--- config.mk ---
export PLATFORM = sky130hd
export DESIGN_NAME = ifu_fetch
export DESIGN_NICKNAME = d
export VERILOG_FILES = /design/src/rtl/ifu_fetch_pkg.sv /design/src/rtl/ifu_fetch_buf.sv /design/src/rtl/ifu_fetch.sv
export SDC_FILE = /design/constraint.sdc
export NUM_CORES = 1
export LEC_CHECK = 0
export BUFFER_PORTS_ARGS = -buffer_cell sky130_fd_sc_hd__buf_4
export CAP_MARGIN = 20
export CORE_ASPECT_RATIO = 0.8
export CORE_UTILIZATION = 56
export CTS_BUF_LIST = sky130_fd_sc_hd__clkbuf_4
export CTS_CLUSTER_DIAMETER = 30
export DETAILED_ROUTE_END_ITERATION = 10
export GPL_ROUTABILITY_DRIVEN = 0
export PLACE_DENSITY_LB_ADDON = 0.12
export SYNTH_ARGS = -nofsm -noshare
export SYNTH_HDL_FRONTEND = slang
export SYNTH_SLANG_ARGS = --single-unit
export TNS_END_PERCENT = 5
--- constraint.sdc ---
create_clock -name clk -period 4.25 [get_ports clk]
set_clock_uncertainty 0.2 [all_clocks]
set_input_delay 0.85 -clock clk [delete_from_list [all_inputs] [get_ports clk]]
set_output_delay 0.85 -clock clk [all_outputs]
set_load 0.05 [all_outputs]
--- src/rtl/ifu_fetch_pkg.sv ---
// rtl/ifu_fetch_pkg.sv - shared constants and types for the instruction fetch front end
package ifu_fetch_pkg;

    // Pipeline stall vector layout.
    localparam int STALL_WIDTH = 3;
    localparam int STALL_PC    = 0;
    localparam int STALL_ID    = 1;
    localparam int STALL_EX    = 2;

    // addi x0, x0, 0
    localparam logic [31:0] INST_NOP = 32'h0000_0013;

    // Core reset vector; the fetch unit's RESET_PC defaults to it.
    localparam logic [31:0] CORE_RESET_PC = 32'h0000_0000;

    localparam logic [31:0] PC_STEP = 32'd4;

endpackage

--- src/rtl/ifu_fetch_buf.sv ---
// rtl/ifu_fetch_buf.sv - in-order fetch buffer with alloc/fill/pop pointers
//
// Ports:
//   clk, rst          clock, asynchronous active-high reset
//   clear             drop every entry (redirect)
//   alloc, alloc_addr reserve the entry at wr_ptr for a granted fetch
//   fill, fill_data   write a response into the oldest unfilled entry
//   pop               retire the head entry
//   full              all entries allocated
//   head_valid        head entry holds a returned instruction
//   head_addr/data    head entry contents
//   pend_cnt          allocated entries still waiting for their response
module ifu_fetch_buf
    import ifu_fetch_pkg::*;
#(
    parameter  int DEPTH = 2,
    localparam int CW    = $clog2(DEPTH + 1)
) (
    input  logic          clk,
    input  logic          rst,
    input  logic          clear,
    input  logic          alloc,
    input  logic [31:0]   alloc_addr,
    input  logic          fill,
    input  logic [31:0]   fill_data,
    input  logic          pop,
    output logic          full,
    output logic          head_valid,
    output logic [31:0]   head_addr,
    output logic [31:0]   head_data,
    output logic [CW-1:0] pend_cnt
);

    localparam int PW = $clog2(DEPTH);

    logic [31:0]      addr_q [DEPTH];
    logic [31:0]      data_q [DEPTH];
    logic [DEPTH-1:0] filled_q;
    logic [PW-1:0]    wr_ptr;
    logic [PW-1:0]    fill_ptr;
    logic [PW-1:0]    rd_ptr;
    logic [CW-1:0]    count;
    logic             fill_ok;

    // A response with nothing outstanding is a bus protocol error; it is dropped.
    assign fill_ok    = fill && (pend_cnt != '0);
    assign full       = (count == CW'(DEPTH));
    assign head_valid = filled_q[rd_ptr];
    assign head_addr  = addr_q[rd_ptr];
    assign head_data  = data_q[rd_ptr];

    // Pointer width is log2(DEPTH) with DEPTH a power of two, so increments wrap naturally.
    // alloc, fill and pop never target the same slot: alloc needs a free slot,
    // fill an unfilled one, pop a filled one.
    always_ff @(posedge clk or posedge rst) begin
        if (rst) begin
            filled_q <= '0;
            wr_ptr   <= '0;
            fill_ptr <= '0;
            rd_ptr   <= '0;
            count    <= '0;
            pend_cnt <= '0;
        end else if (clear) begin
            filled_q <= '0;
            wr_ptr   <= '0;
            fill_ptr <= '0;
            rd_ptr   <= '0;
            count    <= '0;
            pend_cnt <= '0;
        end else begin
            if (alloc) begin
                filled_q[wr_ptr] <= 1'b0;
                wr_ptr           <= wr_ptr + 1'b1;
            end
            if (fill_ok) begin
                filled_q[fill_ptr] <= 1'b1;
                fill_ptr           <= fill_ptr + 1'b1;
            end
            if (pop) begin
                filled_q[rd_ptr] <= 1'b0;
                rd_ptr           <= rd_ptr + 1'b1;
            end
            count    <= count + CW'(alloc) - CW'(pop);
            pend_cnt <= pend_cnt + CW'(alloc) - CW'(fill_ok);
        end
    end

    // Payload storage needs no reset; filled_q qualifies it.
    always_ff @(posedge clk) begin
        if (alloc && !clear) begin
            addr_q[wr_ptr] <= alloc_addr;
        end
        if (fill_ok && !clear) begin
            data_q[fill_ptr] <= fill_data;
        end
    end

endmodule

--- src/rtl/ifu_fetch.sv ---
// rtl/ifu_fetch.sv - instruction fetch front end: PC, bus request gating, stale-response dropping
//
// Ports:
//   clk, rst                  clock, asynchronous active-high reset
//   jump_flag_i, jump_addr_i  redirect request and word-aligned target
//   stall_i                   stall vector; STALL_PC blocks issue, STALL_ID blocks pop
//   ibus_req_o, ibus_addr_o   fetch request at the current PC
//   ibus_gnt_i                request accepted this cycle
//   ibus_rvalid_i/rdata_i     in-order fetch response
//   inst_o, inst_addr_o       head instruction and its address (NOP/0 when not valid)
//   inst_valid_o              head entry holds a returned instruction
module ifu_fetch
    import ifu_fetch_pkg::*;
#(
    parameter logic [31:0] RESET_PC  = CORE_RESET_PC,
    parameter int          BUF_DEPTH = 2
) (
    input  logic                   clk,
    input  logic                   rst,
    input  logic                   jump_flag_i,
    input  logic [31:0]            jump_addr_i,
    input  logic [STALL_WIDTH-1:0] stall_i,
    output logic                   ibus_req_o,
    output logic [31:0]            ibus_addr_o,
    input  logic                   ibus_gnt_i,
    input  logic                   ibus_rvalid_i,
    input  logic [31:0]            ibus_rdata_i,
    output logic [31:0]            inst_o,
    output logic [31:0]            inst_addr_o,
    output logic                   inst_valid_o
);

    localparam int CW = $clog2(BUF_DEPTH + 1);

    logic [31:0]   pc;
    logic [CW-1:0] drop_cnt;
    logic [CW-1:0] drop_next;
    logic [CW-1:0] pend_cnt;
    logic          drop_zero;
    logic          buf_full;
    logic          head_valid;
    logic [31:0]   head_addr;
    logic [31:0]   head_data;
    logic          alloc;
    logic          fill;
    logic          fill_ok;
    logic          pop;
    logic          unused_stall;

    assign unused_stall = ^stall_i[STALL_WIDTH-1:STALL_ID+1];

    assign drop_zero = (drop_cnt == '0);

    // Request is held low in reset so the bus sees no request while rst is high.
    assign ibus_req_o  = !rst && !buf_full && !stall_i[STALL_PC] && !jump_flag_i && drop_zero;
    assign ibus_addr_o = pc;
    assign alloc       = ibus_req_o && ibus_gnt_i;

    // Responses belonging to a discarded fetch are swallowed while drop_cnt is non-zero.
    assign fill    = ibus_rvalid_i && drop_zero;
    assign fill_ok = fill && (pend_cnt != '0);
    assign pop     = head_valid && !stall_i[STALL_ID] && !jump_flag_i;

    assign inst_valid_o = head_valid;
    assign inst_o       = head_valid ? head_data : INST_NOP;
    assign inst_addr_o  = head_valid ? head_addr : 32'h0;

    // An old drop is retired first; on a jump every still-unfilled entry becomes a
    // future drop, less the one this cycle's response fills.
    always_comb begin
        drop_next = drop_cnt;
        if (ibus_rvalid_i && !drop_zero) begin
            drop_next = drop_cnt - 1'b1;
        end
        if (jump_flag_i) begin
            drop_next = drop_next + (pend_cnt - CW'(fill_ok));
        end
    end

    always_ff @(posedge clk or posedge rst) begin
        if (rst) begin
            pc       <= RESET_PC;
            drop_cnt <= '0;
        end else begin
            drop_cnt <= drop_next;
            if (jump_flag_i) begin
                pc <= jump_addr_i;
            end else if (alloc) begin
                pc <= pc + PC_STEP;
            end
        end
    end

    always_ff @(posedge clk) begin
        if (!rst && ibus_rvalid_i && drop_zero) begin
            assert (pend_cnt != '0);
        end
    end

    ifu_fetch_buf #(
        .DEPTH (BUF_DEPTH)
    ) u_buf (
        .clk        (clk),
        .rst        (rst),
        .clear      (jump_flag_i),
        .alloc      (alloc),
        .alloc_addr (pc),
        .fill       (fill),
        .fill_data  (ibus_rdata_i),
        .pop        (pop),
        .full       (buf_full),
        .head_valid (head_valid),
        .head_addr  (head_addr),
        .head_data  (head_data),
        .pend_cnt   (pend_cnt)
    );

endmodule

* Word-level counts from Yosys, hierarchy flattened
Memory sizes are Yosys's and may differ from the RTL's. Cells that the tools add are included.
Cells by class: $add $sub $neg 11, reduce and logical (&&, ||, !) cells 26, equal/unequal tests 1, bitwise operators 5, mux-type cells 32, order comparisons 6
Operators with widths (number):
- 32-bit two-way mux | 4
- 32-bit by 3-bit adder with 32-bit output, second input constant | 1
- 2-bit two-way mux | 10
- 1-bit logical AND | 15
- 1-bit two-way mux | 15
- 2-bit nonzero test | 4
- 1-bit logical NOT | 6
- 1-bit by 2-bit < comparator with 1-bit output, second input constant | 3
- 2-bit by 1-bit subtractor with 2-bit output | 3
- 2-bit by 1-bit adder with 2-bit output | 2
- 2-bit AND | 2
- 2-bit NOT | 2
- 1-bit adder, second input constant | 3
- 1-bit demux with 1-bit select | 3
- 1-bit greater-or-equal comparator, second input constant | 3
- 2-bit adder | 1
- 2-bit == test, second input constant | 1
- 2-bit logical NOT | 1
- 2-bit bitwise OR | 1
- 2-bit by 1-bit subtractor with 2-bit output, second input constant | 1
Word-level totals: output and inout port bits 98, word-level logic and storage cells 91, bits in writable memories 128, register bits 43, memories kept 2
Memories:
- u_buf.addr_q | words 2, bits a word 32, rd ports 1, clocked after memory_dff 0, wr ports 1, RTL line ifu_fetch_buf.sv:36 | logic [31:0] addr_q [DEPTH];
- u_buf.data_q | words 2, bits a word 32, rd ports 1, clocked after memory_dff 0, wr ports 1, RTL line ifu_fetch_buf.sv:37 | logic [31:0] data_q [DEPTH];

* Longest topological paths before layout
Gate-level depths: netlist of the first run.
depth after elaboration 15, gate-level depth with buffers 11

* Hierarchy
From an unflattened synthesis of the first run, not the netlist that was laid out.
Unflattened totals: cells, all modules 553, area total of the unflattened synthesis 7770.0 µm²
Modules (own cells, without submodules):
- ifu_fetch_buf | instances 1, area each 5198.7 µm², cells each 248
- ifu_fetch | instances 1, area each 2571.2 µm², cells each 305

* Worst setup path before layout of the first run
OpenSTA, ideal clock, no wires.
kind in2reg, from input jump_flag_i, to memory u_buf.data_q[0][0] (enable), path slack 0.068 ns, library setup time 0.461 ns, required time 3.589 ns, stages 3, arrival time 3.521 ns, cells stage by stage clkbuf_1 clkbuf_1 nor3_1
On the way: word-level cells in the longest chain between the ends 4
Ends and longest elaborated chain:
- start: declaration | RTL line ifu_fetch.sv:20 | input logic jump_flag_i,
- 1-bit logical NOT | RTL line ifu_fetch_buf.sv:93 | if (fill_ok && !clear) begin
- 1-bit logical AND | RTL line ifu_fetch_buf.sv:93
- 1-bit two-way mux | RTL line ifu_fetch_buf.sv:93
- 1-bit two-way mux (implied by the code) | RTL line ifu_fetch_buf.sv:94 | data_q[fill_ptr] <= fill_data;
- end: declaration | RTL line ifu_fetch_buf.sv:37
Every way passes these cells.

* Worst setup path after layout of the first run
from register u_buf.rd_ptr, to output inst_addr_o[21]
On the way: word-level cells in the longest chain between the ends 3, elaborated cells on any way between the ends 4, those cells by class mux: 3; memory: 1
Ends and longest elaborated chain:
- start: declaration | RTL line ifu_fetch_buf.sv:41 | logic [PW-1:0] rd_ptr;
- start signal: assignment | RTL line ifu_fetch_buf.sv:81 | rd_ptr <= rd_ptr + 1'b1;
- 1-bit two-way mux (implied by the code) (2 in a row) | RTL line ifu_fetch_buf.sv:48 | assign head_valid = filled_q[rd_ptr];
- 32-bit two-way mux * | RTL line ifu_fetch.sv:66 | assign inst_addr_o = head_valid ? head_addr : 32'h0;
- end: declaration | RTL line ifu_fetch.sv:29 | output logic [31:0] inst_addr_o,
Mark *: on every way between the ends. The rest lies on a longest branch, timed or not. The select of a mux whose other input is x is not followed.

==> results of run 1 <==
==> sequential cells by signal (all words and copies together) (netlist names) <==
name            flops
u_buf.wr_ptr        1
u_buf.fill_ptr      1
u_buf.count         2
u_buf.data_q       64
u_buf.addr_q       64
ibus_addr_o        32
drop_cnt            2
u_buf.rd_ptr        1
u_buf.filled_q      2
u_buf.pend_cnt      2
==> synth_stat cells, types with 2 or more instances <==
cell type and n:
buf_6 2, buf_2 3, nand3_1 19, inv_1 16, nor2b_1 2, nand4_4 2
a41oi_1 3, and2_1 4, a21oi_1 7, edfxtp_1 128, and3_1 3, o311ai_0 3
clkbuf_1 18, o211ai_1 15, buf_1 5, nor2_1 84, or3_1 5, a22oi_1 3
dfrtp_1 43, xor2_1 5, nand2b_1 4, o21ai_0 17, nand2_1 37, mux2i_1 62
xnor2_1 6, o21ai_1 5, a32oi_1 2, nand4_1 13, nor3_1 6, mux2_2 3
nor4_4 2, o22a_1 3, ha_1 7, a31oi_1 3
==> routing by layer <==
metal / GRT usage [%] / vias up / wire (µm) / part of all wire [%]
met4: 9.718 / 0 / 246 / 1.5
met3: 5.607 / 20 / 1077 / 6.7
met1: 34.80 / 2481 / 7184 / 45
li1: - / 2376 / - / -
met5: 0 / - / 0 / 0
met2: 37.85 / 187 / 7514 / 47
==> layout make-up <==
| type | instances | area, µm² |
|---|---|---|
| multi-input combinational | 336 | 2210 |
| timing repair buffer | 179 | 1356 |
| inverter | 17 | 63.81 |
| tap | 171 | 214.0 |
| sequential | 171 | 4923 |
| fill | 918 | 3423 |
| clock inverter | 14 | 106.4 |
| clock buffer | 18 | 135.1 |
==> per-stage QoR <==
step	setup WS (ps)	utilization (%)
floorplan	67.82	-
global placement	1073	70.40
detailed placement	1032	70.40
CTS	423.5	72.34
global route	319.1	72.46
finish	497.9	72.46
==> kinds of logic (layout without fill, tap and decap cells) <==
| logic type | Yosys count | count (layout) |
|---|---|---|
| compound gates | 66 | 66 |
| xor+xnor | 11 | 11 |
| fa+ha+maj | 7 | 7 |
| buf+inv | 45 | 228 |
| flops | 171 | 171 |
| mux | 65 | 65 |
| simple gates | 187 | 187 |
==> worst max-delay path: cells and delay by family (launching register included) <==
family	cells	cell delay, ps
buffers and inverters	2	470
DFF	1	680
and+or+nand+nor	3	990
==> power by group <==
part	switching (mW)	total, mW	internal (mW)
sequential	0.0795	1.94	1.86
clock	0.538	0.824	0.286
combinational	0.285	0.454	0.169
total	0.903	3.22	2.32
==> worst paths after layout <==
check / start / end / slack [ps] / depth (start not counted)
max in group asynchronous: rst / u_buf.rd_ptr / 2870 / 2
worst min-delay path: ibus_rdata_i[22] / u_buf.data_q[0][22] / 280 / 1
min in group asynchronous: rst / ibus_addr_o[21] / 310 / 2
worst max register to register: u_buf.rd_ptr / u_buf.count[1] / 1390 / 9
worst max-delay path: u_buf.rd_ptr / inst_addr_o[21] / 500 / 5
worst min register to register: ibus_addr_o[0] / u_buf.addr_q[0][0] / 330 / 0
==> summary.txt, run 1 <==
Outcome
  – Status: complete, no violations

STA
  – Setup violations, final: 0
  – Worst slew pin tran: 924.9 ps
  – Worst hold slack: 276.1 ps
  – Post-layout min period: 3752 ps
  – Slew margin rel.: 38.25%
  – Max Freq: 266.5 MHz
  – Final slew viol count: 0
  – RSZ-0062 raised after global routing: no
  – Final worst-path cycle share: 88.28%
  – Hold Vio Cnt, Final: 0
  – Setup total negative slack: 0 ps

Logic synthesis
  – Syn Area/Cell: 13.23 µm²
  – Synthesized Nets: 631
  – Cell Area, Synth: 0.007303 mm²
  – Post-synth top area share: 52.63%
  – Ranking of synthesized cells by area: edfxtp_1 53%, dfrtp_1 15%, mux2i_1 8.5%, nor2_1 4.3%, nand2_1 1.9%
  – Synth Area in Compound Gates: 6.013%
  – Synth cell types: 46
  – Synth Area in XOR/XNOR: 1.319%
  – Largest family of logic cells by synthesized area: simple AND/OR/NAND/NOR gates
  – Post-synthesis cell count: 552
  – Main synth FF type: edfxtp_1
  – Ys Warns: 0
  – Asr flop ratio synth: 25.15%
  – Seq cells post-synth: 171
  – Post-Synth Simple-Gate Area: 12.57%
  – Post-synth top area cell: edfxtp_1
  – Post-synthesis sequential area ratio: 67.36%
  – Post-Synth Adder-Cell Area: 1.199%
  – Mux contribution to synthesized area: 8.960%
  – Number of synthesized flops with an enable pin: 128

Floorplan
  – Die W: 129.7 µm
  – Initial Utilization: 58.75%
  – Row count: 36
  – Die Y: 104.1 µm
  – I/O pin count: 170
  – Die area: 0.01350 mm²
  – Placeable Area: 0.01243 mm²

Job
  – Max cap viols: 0

Worst setup path
  – Crit-path slowest cell: dfrtp_4
  – Critical path arrival: 2700 ps
  – Delay of the slowest critical-path stage: 680 ps
  – Worst Path Required: 3200 ps
  – Worst setup EP type: primary output
  – CP Cell Sequence: nand2b_1 > and2_2 > buf_12 > nor2_1 > buf_4
  – CP max FO: 33
  – Worst Setup Path Type: reg2out
  – Startpoint Class: flop

CTS
  – CTS tree: built
  – Max Buffers Root-to-Sink: 2
  – Clock slew at reported path FFs: 130 ps
  – TritonCTS Buffers: 17
  – Post-CTS Setup Inserts: 0
  – CTS root buf: clkbuf_4
  – H-tree lvl count: 4
  – CTS sink cnt: 171
  – Clock Latency Late Sink: 550 ps
  – Post-CTS sizing: 0
  – Hold buffer count at CTS: 0

Route
  – Vias per cell: 5.589
  – Final ANT Viol Nets: 0
  – Vias: 5064
  – Initial DRC count: 420
  – Post-Route WL: 16020 µm
  – Pre-Repair DR Iteration Count: 5
  – Routed length per instance: 17.69 µm
  – DR DRC count: 0

Final layout
  – Fraction of layout cells with a size suffix above 1: 30.48%
  – Fin cells: 906
  – Final Cell Area: 0.009009 mm²
  – N_diodes: 0
  – Commonest non-fill, non-tap cell in the layout: buf_4
  – Area growth, synth to finish: 23.35%
  – Commonest cells after routing, fill and taps aside: 177 x buf_4, 128 x edfxtp_1, 83 x nor2_1
  – Post-layout nets: 801

Place
  – I/O Buffers: 168
  – Detailed Place HPWL: 10560 µm
  – Placed cell area: 0.008752 mm²
  – Dpl cells: 872

Global routing
  – Vias in the first global route: 4966
  – GRT overflow: 0
  – GRT Total Usage: 24.84%
  – Largest net degree at the start of global routing: 50
  – Global-route wire length before repair: 25250 µm
  – Initial antenna violation count: 0

Power
  – Leak: 3.478 nW
  – Power, Total: 3.219 mW
  – Peak supply drop: 0.2980 mV
  – Cell Pwr Density: 357.4 mW/mm²

Hold path
  – HP Class: in2reg
No activity file was read; power rests on OpenSTA's default activity.
==> inputs of run 2 (changes only) <==
--- a/config.mk
+++ b/config.mk
@@ -7,8 +7,10 @@
 export LEC_CHECK = 0
 export BUFFER_PORTS_ARGS = -buffer_cell sky130_fd_sc_hd__buf_4
 export CAP_MARGIN = 20
+export CELL_PAD_IN_SITES_DETAIL_PLACEMENT = 1
+export CELL_PAD_IN_SITES_GLOBAL_PLACEMENT = 1
 export CORE_ASPECT_RATIO = 0.8
-export CORE_UTILIZATION = 56
+export CORE_UTILIZATION = 45
 export CTS_BUF_LIST = sky130_fd_sc_hd__clkbuf_4
 export CTS_CLUSTER_DIAMETER = 30
 export DETAILED_ROUTE_END_ITERATION = 10
==> summary.txt, run 2 (synthesis gave the netlist of run 1 again) <==
STA
  – Worst hold slack: 269.6 ps (-6.502 ps)
  – Post-layout min period: 3624 ps (-128.1 ps)
  – RSZ-0062 raised after global routing: no
  – Max Freq: 275.9 MHz (+3.5%)
  – Hold Vio Cnt, Final: 0 (unchanged)
  – Slew margin rel.: 37.48% (-0.77 points)
  – Final worst-path cycle share: 85.27% (-3.0 points)
  – Worst slew pin tran: 937.8 ps (+12.90 ps)
  – Setup total negative slack: 0 ps (unchanged)
  – Final slew viol count: 0 (unchanged)
  – Fin worst setup slack: 626.0 ps (+128.1 ps)
  – Setup violations, final: 0 (unchanged)

Power
  – Cell Pwr Density: 365.9 mW/mm² (+2.4%)
  – Power, Total: 3.354 mW (+4.2%)
  – Peak supply drop: 0.1688 mV (-43%)
  – Clock power frac: 28.4% (+2.8 points)
  – Switching pwr: 0.9589 mW (+6.2%)
  – Seq pwr share: 57.8% (-2.5 points)
  – Leak: 3.532 nW (+1.6%)
  – Switching portion of total power: 28.59% (+0.55 points)
  – Combinational fraction of design power: 13.7% (-0.4 points)
  – Internal power: 2.396 mW (+3.4%)

Place
  – Pre-CTS setup slack: 936.5 ps (-95.20 ps)
  – I/O Buffers: 168 (unchanged)
  – Dpl cells: 920 (+5.5%)
  – Detailed Place HPWL: 11950 µm (+13%)
  – Placed cell area: 0.008850 mm² (+1.1%)

Route
  – DR DRC count: 0 (unchanged)
  – Pre-Repair DR Iteration Count: 4 (-1)
  – Final ANT Viol Nets: 0 (unchanged)
  – Initial DRC count: 187 (-55%)
  – Routed length per instance: 18.17 µm (+2.7%)
  – Vias: 5066 (+0.039%)
  – Vias per cell: 5.310 (-5.0%)
  – Post-Route WL: 17340 µm (+8.2%)

CTS
  – Max Buffers Root-to-Sink: 2 (unchanged)
  – CTS sink cnt: 171 (unchanged)
  – Post-CTS sizing: 0 (unchanged)
  – Post-CTS Setup Inserts: 0 (unchanged)
  – Clock slew at reported path FFs: 150 ps (+20 ps)
  – H-tree lvl count: 4 (unchanged)
  – CTS tree: built
  – TritonCTS Buffers: 17 (unchanged)
  – Clock Latency Late Sink: 550 ps (about the same)
  – Hold buffer count at CTS: 0 (unchanged)
  – CTS root buf: clkbuf_4

Hold path
  – Hold path endpoint: u_buf.data_q[1][3]
  – Min-delay src: ibus_rdata_i[3]
  – HP Class: in2reg
  – WHS Path Cells: 1 (unchanged)

Job
  – Max cap viols: 0 (unchanged)

Global routing
  – Initial antenna violation count: 0 (unchanged)
  – GRT overflow: 0 (unchanged)
  – Vias in the first global route: 5078 (+2.3%)
  – GRT Total Usage: 21.17% (-3.7 points)
  – Largest net degree at the start of global routing: 53 (+6.0%)
  – Global-route wire length before repair: 26220 µm (+3.9%)

Final layout
  – Post-layout nets: 805 (+0.50%)
  – Area growth, synth to finish: 25.51%
  – Fin cells: 954 (+5.3%)
  – Commonest non-fill, non-tap cell in the layout: buf_4
  – N_diodes: 0 (unchanged)
  – Fraction of layout cells with a size suffix above 1: 30.99% (+0.51 points)
  – Commonest cells after routing, fill and taps aside: 179 x buf_4, 128 x edfxtp_1, 83 x nor2_1
  – Final core utilization: 58.01% (-14 points)
  – Final Cell Area: 0.009166 mm² (+1.7%)

Floorplan
  – Die area: 0.01675 mm² (+24%)
  – Placeable Area: 0.01580 mm² (+27%)
  – Initial Utilization: 46.22% (-13 points)
  – Die Y: 115.9 µm (+11%)
  – Row count: 41 (+14%)
  – I/O pin count: 170 (unchanged)
  – Die W: 144.4 µm (+11%)

Worst setup path
  – Critical path arrival: 2570 ps (-130 ps)
  – Reg2reg end: u_buf.count[1]
  – Top cell by count, worst path: buf_4
  – FF-to-FF path depth: 10 (+1)
  – Startpoint Class: flop
  – CP max FO: 30 (-9.1%)
  – Family with the most delay on the worst path: simple AND/OR/NAND/NOR gates
  – Worst Setup Path Type: reg2out
  – Crit-path slowest cell: and2_2
  – Worst Path Required: 3200 ps (about the same)
  – Crit path depth: 5 (unchanged)
  – Worst setup EP type: primary output
  – Reg-to-reg setup timing slack: 1220 ps (-170 ps)
  – FF-to-FF Start: u_buf.rd_ptr
  – CP Cell Sequence: nand2b_1 > and2_2 > buf_4 > nor2_1 > buf_4
  – Delay of the slowest critical-path stage: 620 ps (-60 ps)
  – Worst Path Buf+Inv: 2 (unchanged)

Outcome
  – Status: complete, no violations
[run 2: cell types whose count changed in the layout (fill, tap and decap cells not counted), sizes merged]
cell         change
bufinv           +1
dlygate4sd3      +1
clkinv           -6
clkinvlp         -2
clkbuf           -2
inv              +8
buf              +4
[run 2: how the worst max path moves through the flow]
stage	startpoint	endpoint	slack, ps
global placement	rst	u_buf.addr_q[1][9]	990
detailed placement	rst	u_buf.addr_q[1][10]	940
finish	u_buf.rd_ptr	inst_addr_o[10]	630
CTS	u_buf.rd_ptr	inst_addr_o[4]	510
floorplan	jump_flag_i	u_buf.data_q[0][0]	70
global route	u_buf.rd_ptr	inst_addr_o[10]	410
[run 2: power groups by stage]
stage / registers [mW] / clock network [mW] / logic, mW
finish: 1.94 / 0.954 / 0.461
detailed placement: 1.98 / 0 / 0.464
global route: 1.95 / 1.04 / 0.496
global placement: 1.97 / 0 / 0.446
CTS: 1.94 / 0.981 / 0.465
floorplan: 2.06 / 0 / 0.184
[run 2: metal layers]
layer  up-vias  global-route usage, %  routed length [µm]
met4         0                  6.456                 172
met1      2522                  27.13                7716
met5         -                      0                   0
met2       144                  35.64                8420
li1       2388                      -                   -
met3        12                  5.207                1026
[run 2: final cells by class]
type                       instances  area, µm²
clock buffer                      17      127.6
tap                              215      269.0
multi-input combinational        336       2210
timing repair buffer             183       1414
inverter                          17      63.81
clock inverter                    15      158.9
fill                            1672       6634
sequential                       171       4923
[run 2: worst register-to-register path: stages, from the launching register on]
cell      delay, ps
dfrtp_4         590
nand2b_1        250
and2_2          620
buf_4           310
nor3_1           70
ha_1            300
inv_1            40
ha_1            180
xor2_1          170
xnor2_1         140
nor2_1           50
